<file path="src/rtl/alu_issue_sched.sv">
// Two-port issue scheduler for the shared integer ALU: arbitrates, issues one uop,
// waits for the result under a watchdog and returns a port/tag-stamped response.
// Define ALU_SCHED_RR_EN for round-robin arbitration; default is fixed priority (port 0).
module alu_issue_sched #(
    parameter int XLEN    = 32,
    parameter int TAG_W   = 4,
    parameter int TIMEOUT = 16
) (
    input  logic             clk,
    input  logic             reset,
    input  logic             flush,
    input  logic             req0_valid,
    output logic             req0_ready,
    input  logic [6:0]       req0_instr_type,
    input  logic [2:0]       req0_funct3,
    input  logic [6:0]       req0_funct7,
    input  logic [TAG_W-1:0] req0_tag,
    input  logic             req1_valid,
    output logic             req1_ready,
    input  logic [6:0]       req1_instr_type,
    input  logic [2:0]       req1_funct3,
    input  logic [6:0]       req1_funct7,
    input  logic [TAG_W-1:0] req1_tag,
    output logic             alu_uop_valid,
    output logic [6:0]       alu_instr_type,
    output logic [2:0]       alu_funct3,
    output logic [6:0]       alu_funct7,
    input  logic             alu_res_valid,
    input  logic [XLEN-1:0]  alu_res_data,
    output logic             rsp_valid,
    input  logic             rsp_ready,
    output logic             rsp_port,
    output logic [TAG_W-1:0] rsp_tag,
    output logic [XLEN-1:0]  rsp_data,
    output logic             rsp_timeout,
    output logic             busy,
    output logic             timeout_err
);

    localparam int CW = $clog2(TIMEOUT);
    localparam logic [CW-1:0] CNT_MAX = CW'(TIMEOUT - 1);

    typedef enum logic [1:0] {IDLE, ISSUE, WAIT, RESP} state_t;

    state_t        state;
    logic [CW-1:0] cnt;
    logic          gnt;
    logic          gnt_vld;
    logic          accept;

`ifdef ALU_SCHED_RR_EN
    logic ptr;
    // The pointer only breaks ties; a lone requester always wins.
    assign gnt = (req0_valid && req1_valid) ? ptr : !req0_valid;
`else
    assign gnt = !req0_valid;
`endif

    assign gnt_vld    = req0_valid || req1_valid;
    assign req0_ready = (state == IDLE) && gnt_vld && !gnt && !flush;
    assign req1_ready = (state == IDLE) && gnt_vld &&  gnt && !flush;
    assign accept     = (req0_valid && req0_ready) || (req1_valid && req1_ready);
    assign busy       = (state != IDLE);

    always_ff @(posedge clk) begin
        if (reset) begin
            state          <= IDLE;
            cnt            <= '0;
            alu_uop_valid  <= 1'b0;
            alu_instr_type <= '0;
            alu_funct3     <= '0;
            alu_funct7     <= '0;
            rsp_valid      <= 1'b0;
            rsp_port       <= 1'b0;
            rsp_tag        <= '0;
            rsp_data       <= '0;
            rsp_timeout    <= 1'b0;
            timeout_err    <= 1'b0;
`ifdef ALU_SCHED_RR_EN
            ptr            <= 1'b0;
`endif
        end else if (flush) begin
            // Abort wins over any handshake; pointer and sticky error survive.
            state         <= IDLE;
            cnt           <= '0;
            alu_uop_valid <= 1'b0;
            rsp_valid     <= 1'b0;
        end else begin
            case (state)
                IDLE: if (accept) begin
                    alu_instr_type <= gnt ? req1_instr_type : req0_instr_type;
                    alu_funct3     <= gnt ? req1_funct3     : req0_funct3;
                    alu_funct7     <= gnt ? req1_funct7     : req0_funct7;
                    rsp_tag        <= gnt ? req1_tag        : req0_tag;
                    rsp_port       <= gnt;
                    alu_uop_valid  <= 1'b1;
                    state          <= ISSUE;
`ifdef ALU_SCHED_RR_EN
                    ptr            <= !gnt;
`endif
                end
                ISSUE: begin
                    alu_uop_valid <= 1'b0;
                    cnt           <= '0;
                    state         <= WAIT;
                end
                WAIT: begin
                    // A result on the final watchdog cycle takes precedence.
                    if (alu_res_valid) begin
                        rsp_data    <= alu_res_data;
                        rsp_timeout <= 1'b0;
                        rsp_valid   <= 1'b1;
                        state       <= RESP;
                    end else if (cnt == CNT_MAX) begin
                        rsp_data    <= '0;
                        rsp_timeout <= 1'b1;
                        timeout_err <= 1'b1;
                        rsp_valid   <= 1'b1;
                        state       <= RESP;
                    end else begin
                        cnt <= cnt + CW'(1);
                    end
                end
                RESP: if (rsp_ready) begin
                    rsp_valid <= 1'b0;
                    state     <= IDLE;
                end
                default: state <= IDLE;
            endcase
        end
    end

endmodule

</file>
<file path="config.mk">
export PLATFORM = sky130hd
export DESIGN_NAME = alu_issue_sched
export DESIGN_NICKNAME = d
export VERILOG_FILES = /design/src/rtl/alu_issue_sched.sv
export SDC_FILE = /design/constraint.sdc
export NUM_CORES = 1
export LEC_CHECK = 0
export ABC_AREA = 1
export CAP_MARGIN = 10
export CORE_ASPECT_RATIO = 1.4
export CORE_UTILIZATION = 33
export CTS_BUF_LIST = sky130_fd_sc_hd__clkbuf_4 sky130_fd_sc_hd__clkbuf_8 sky130_fd_sc_hd__clkbuf_16
export DETAILED_ROUTE_END_ITERATION = 6
export PLACE_DENSITY = 0.77
export SYNTH_ARGS = -nofsm -noshare
export SYNTH_HDL_FRONTEND = slang
export SYNTH_SLANG_ARGS = --single-unit
</file>
<file path="constraint.sdc">
create_clock -name clk -period 1.7 [get_ports clk]
set_input_delay 0.17 -clock clk [delete_from_list [all_inputs] [get_ports clk]]
set_output_delay 0.17 -clock clk [all_outputs]
set_load 0.01 [all_outputs]
</file>
Word level (Yosys, flattened, before mapping)
Cells that the tools add are included.
- equal/unequal tests: 9
- multiplexer cells: 21
- bitwise gates (word level): 2
- reductions and logical operators: 25
- $add $sub $neg: 1
- operators by type and width (operator ; number):
    2-to-1 mux 32 bit ; 2
    AND reduction 3 bit ; 5
    2-to-1 mux 7 bit ; 2
    2-to-1 mux 4 bit ; 3
    nonzero test 2 bit ; 5
    2-to-1 mux 2 bit ; 4
    inequality test 2 bit (second input constant) ; 4
    case mux 2 bit (4 select lines) ; 1
    case mux 4 bit (2 select lines) ; 1
    logical AND 1 bit ; 7
    2-to-1 mux 1 bit ; 5
    adder 4 x 1 -> 4 bit (second input constant) ; 1
    == test 2 bit (second input constant) ; 2
    == test 4 bit (second input constant) ; 1
    case mux 1 bit (2 select lines) ; 2
    AND reduction 4 bit ; 1
    2-to-1 mux 3 bit ; 1
    inequality test 3 bit (second input constant) ; 1
    == test 2 x 1 -> 1 bit (second input constant) ; 1
    zero test 1 bit ; 2
    zero test 2 bit ; 1
    logical OR 1 bit ; 2
    inverter 1 bit ; 2
    AND reduction 2 bit ; 1
    OR reduction 2 bit ; 1
- bits of input ports: 81
- word-level logic and storage cells: 70
- register bits: 64

Logic depth before layout (Yosys ltp)
- depth in word-level cells: 8
- mapped depth: 10
- gate-level depth less buffers: 9

Worst setup path before layout
No wires, ideal clock.
- path kind: register to register
- from: reg state[0]
- to: reg cnt[2]
- required time: 1583 ps
- buffers on the path: 1
- cell stages (with the launch flop): 10
- clock period less this slack: 1409 ps
- path slack: 291 ps
- data arrival time: 1292 ps
- cells stage by stage: dfxtp_1 inv_1 ha_1 buf_4 inv_1 nor2_1 nand2_1 nand2_1 a21oi_1 nor2_1
- cells in the longest elaborated chain, start to end: 3
- ends and longest elaborated chain (element ; line ; RTL):
    start: declaration ; 45 ; state_t state;
    start signal: assignment ; 67 ; state <= IDLE;
    start signal: assignment ; 84 ; state <= IDLE;
    start signal: assignment ; 97 ; state <= ISSUE;
    == test 2 bit / == test 2 x 1 -> 1 bit (equally long branches) ; 89 ; case (state)
    inequality test 2 bit (no source line) / nonzero test 2 bit (equally long branches) ; -- ;
    AND reduction 3 bit (no source line) ; -- ;
    end signal: assignment ; 121 ; cnt <= cnt + CW'(1);
    end: declaration ; 46 ; logic [CW-1:0] cnt;
Parallel ways exist; a longest one is shown, timed or not.
A chain may end at the register's enable or synchronous reset.

Worst setup path after layout
- from: reg state[0]
- to: out req0_ready
- cells in the longest elaborated chain, start to end: 4
- ends and longest elaborated chain (element ; line ; RTL):
    zero test 2 bit ; 60 ; assign req0_ready = (state == IDLE) && gnt_vld && !gnt && !flush;
    logical AND 1 bit (3 in a row) ; 60 ;
    end: declaration ; 13 ; output logic req0_ready,
No other way between the ends.

==> results.txt <==
Syn Area/Cell: 7.09 µm²
Seq cells post-synth: 64
Final setup margin: 0.107 ns
Via count: 3142
DR WL/cell: 12.3 µm
TritonCTS clock tree: done
Adder-Cell Fraction of Synth Area: 0.0270
Cts hold-fix bufs: 0
Synth Area in Simple Gates: 0.317
Area fraction of the dominant cell type after synthesis: 0.461
Detail Placement HPWL: 5.71 mm
Number of global-route vias before repair: 2924
Hold Crit Class: in2reg
Worst Setup End Kind: output port
Global-route wire length before repair: 12.8 mm
Most frequent cells in the layout: 149 x nand2_1, 137 x clkdlybuf4s50_1, 64 x dfxtp_1
Post-Route Utilization: 0.569
Most frequent CP cell: inv_1
Placeable Area: 0.00815 mm²
Synth Instances: 392
Worst path slowest cell: dfxtp_1
Fill cell count: 738
Synth area leader: dfxtp_1
Final Power: 4.01 mW
Worst Tran Pin Value: 0.559 ns
Max-cap viol count: 0
Diodes inserted: 0
Slew HR: 0.627
Register-to-register setup slack: 0.14 ns
CP Max Fanout: 3
Cts bufs inserted: 9
F_max: 628 MHz
Clk buf depth: 2
Synth-to-Final Area Change: 66.9%
Fin nets: 621
Vias per std cell: 4.91
Register Area: 0.00128 mm²
Final setup TNS: 0 ns
Sequential share of the synthesized area: 0.461
Final Cycle Share: 0.937
Clock Sink Count: 64
RSZ-0062 raised after global routing: no
Kind of critical path: reg2out
Final-report setup violation count: 0
Clock Skew: 0.00819 ns
Row Count: 39
Power per cell area: 865 mW/mm²
Synth Area in XOR/XNOR: 0
PortBufs: 141
Die Y: 111 µm
Worst VDD drop: 0.709 mV
Synth top area cells: dfxtp_1 46%, nand2_1 20%, a21oi_1 11%
GPL Wtd Cong: 0.750
Total length of routed wires: 7.89 mm
GRT Residual Overflow: 0
Hold path depth: 4
Final hold vios: 0
Initial antenna violation count: 0
Layout cells sized above 1: 0.0836
R2r worst-path depth: 10
Largest net degree at the start of global routing: 56
Antenna Violating Nets Remaining: 0
Mapped Nets: 479
CP bufs+invs: 3
H-tree depth: 3
Warnings, synthesis: 0
Final Cell Area: 0.00464 mm²
CP peak stage delay: 0.30 ns
Critical-path cell list: inv_1, ha_2, inv_1, nor2_2, nand2_2, nor2_4, buf_2
Worst path required time: 1.53 ns
Outcome: finished clean
DP Worst Slack: -0.0723 ns
Syn Std Cell Area: 0.00278 mm²
Pre-antenna DRT Iters: 4
Commonest non-fill, non-tap cell in the layout: nand2_1
CTS clock-pin slew for the worst setup and hold paths: 0.05 ns
Initial core utilization: 0.341
Synth unique cells: 20
I/O pin total: 142
CP top delay family: simple AND/OR/NAND/NOR gates
Synth Area in Compound Gates: 0.125
Mux share of post-synthesis cell area: 0
Footprint of the multi-input gates: 0.00132 mm²
Largest family of logic cells by synthesized area: simple AND/OR/NAND/NOR gates
Static Leak: 1.81 nW
Worst-Skew Late Latency: 0.32 ns
DRC: 0
Root Driver: clkbuf_16
Crit start category: flop
1st-iter DRT viols: 125
Die area: 0.00880 mm²
GRT Total Usage: 0.185
Worst Path Arrival: 1.42 ns
Area after DPL: 0.00433 mm²
Minimum clock period: 1.59 ns
Final Max Slew Viols: 0
Die width: 79.6 µm
Instance count on the critical path: 7
[state kept, by name, indices dropped and copies added (netlist names)]
signal	flops
cnt	4
state	2
rsp_port	1
rsp_tag	4
alu_uop_valid	1
timeout_err	1
rsp_timeout	1
alu_funct7	7
alu_funct3	3
rsp_valid	1
rsp_data	32
alu_instr_type	7
[logic make-up after synthesis]
kind of cell,count (synthesis)
simple gates,207
compound gates,69
flops,64
buf+inv,46
fa+ha+maj,6
[power by group]
part           internal, mW  switching [mW]
Clock                  1.19           0.591
Sequential             1.55          0.0266
Combinational         0.350           0.294
Total                  3.10           0.912
[tightest hold or removal path: stages]
cell and delay (ns):
buf_2 0.09, inv_1 0.05, o21ai_0 0.08, nor2_1 0.04
[metrics by stage]
stage	hold WS (ns)	std cells
floorplan	0.337	392
global placement	0.436	625
detailed placement	0.442	625
CTS	0.139	640
global route	0.204	640
finish	0.155	640
[final timing paths]
| kind | to | start |
|---|---|---|
| setup / recovery | req0_ready | state[0] |
| hold / removal | rsp_port | reset |
| setup reg to reg | alu_instr_type[1] | state[0] |
| hold reg to reg | rsp_valid | rsp_valid |
[cell type report]
cell class	count	area share
sequential	64	0.276
inverter	18	0.0146
tap	102	0.0275
clock buffer	12	0.0548
multi-input combinational	282	0.284
clock inverter	3	0.00917
timing repair buffer	159	0.334
[timing repair]
action                                  CTS  global route
buffers inserted                          0             0
resized for setup                         8             6
hold endpoints to repair                  0             0
pin swaps                                 1             0
endpoints found under the setup margin    3            10
[metal layers]
layer,track usage,routed length [µm],up-vias
met5,0,0,-
met3,0.0570,667,19
met4,0.0909,200,0
met2,0.328,3980,140
li1,-,-,1572
met1,0.189,3040,1411
[cell usage after synthesis]
cell / n
inv_1: 16
nand4_1: 32
buf_2: 9
dfxtp_1: 64
nand3_1: 7
o21ai_0: 4
clkbuf_1: 12
nor2_2: 1
inv_2: 2
ha_1: 6
nand3_2: 1
buf_1: 4
and3_1: 1
buf_4: 3
nor2_1: 15
o21ai_1: 1
a21oi_1: 63
nand2_1: 149
nand2_2: 1
o211ai_1: 1
(Power assumes the default switching activity.)
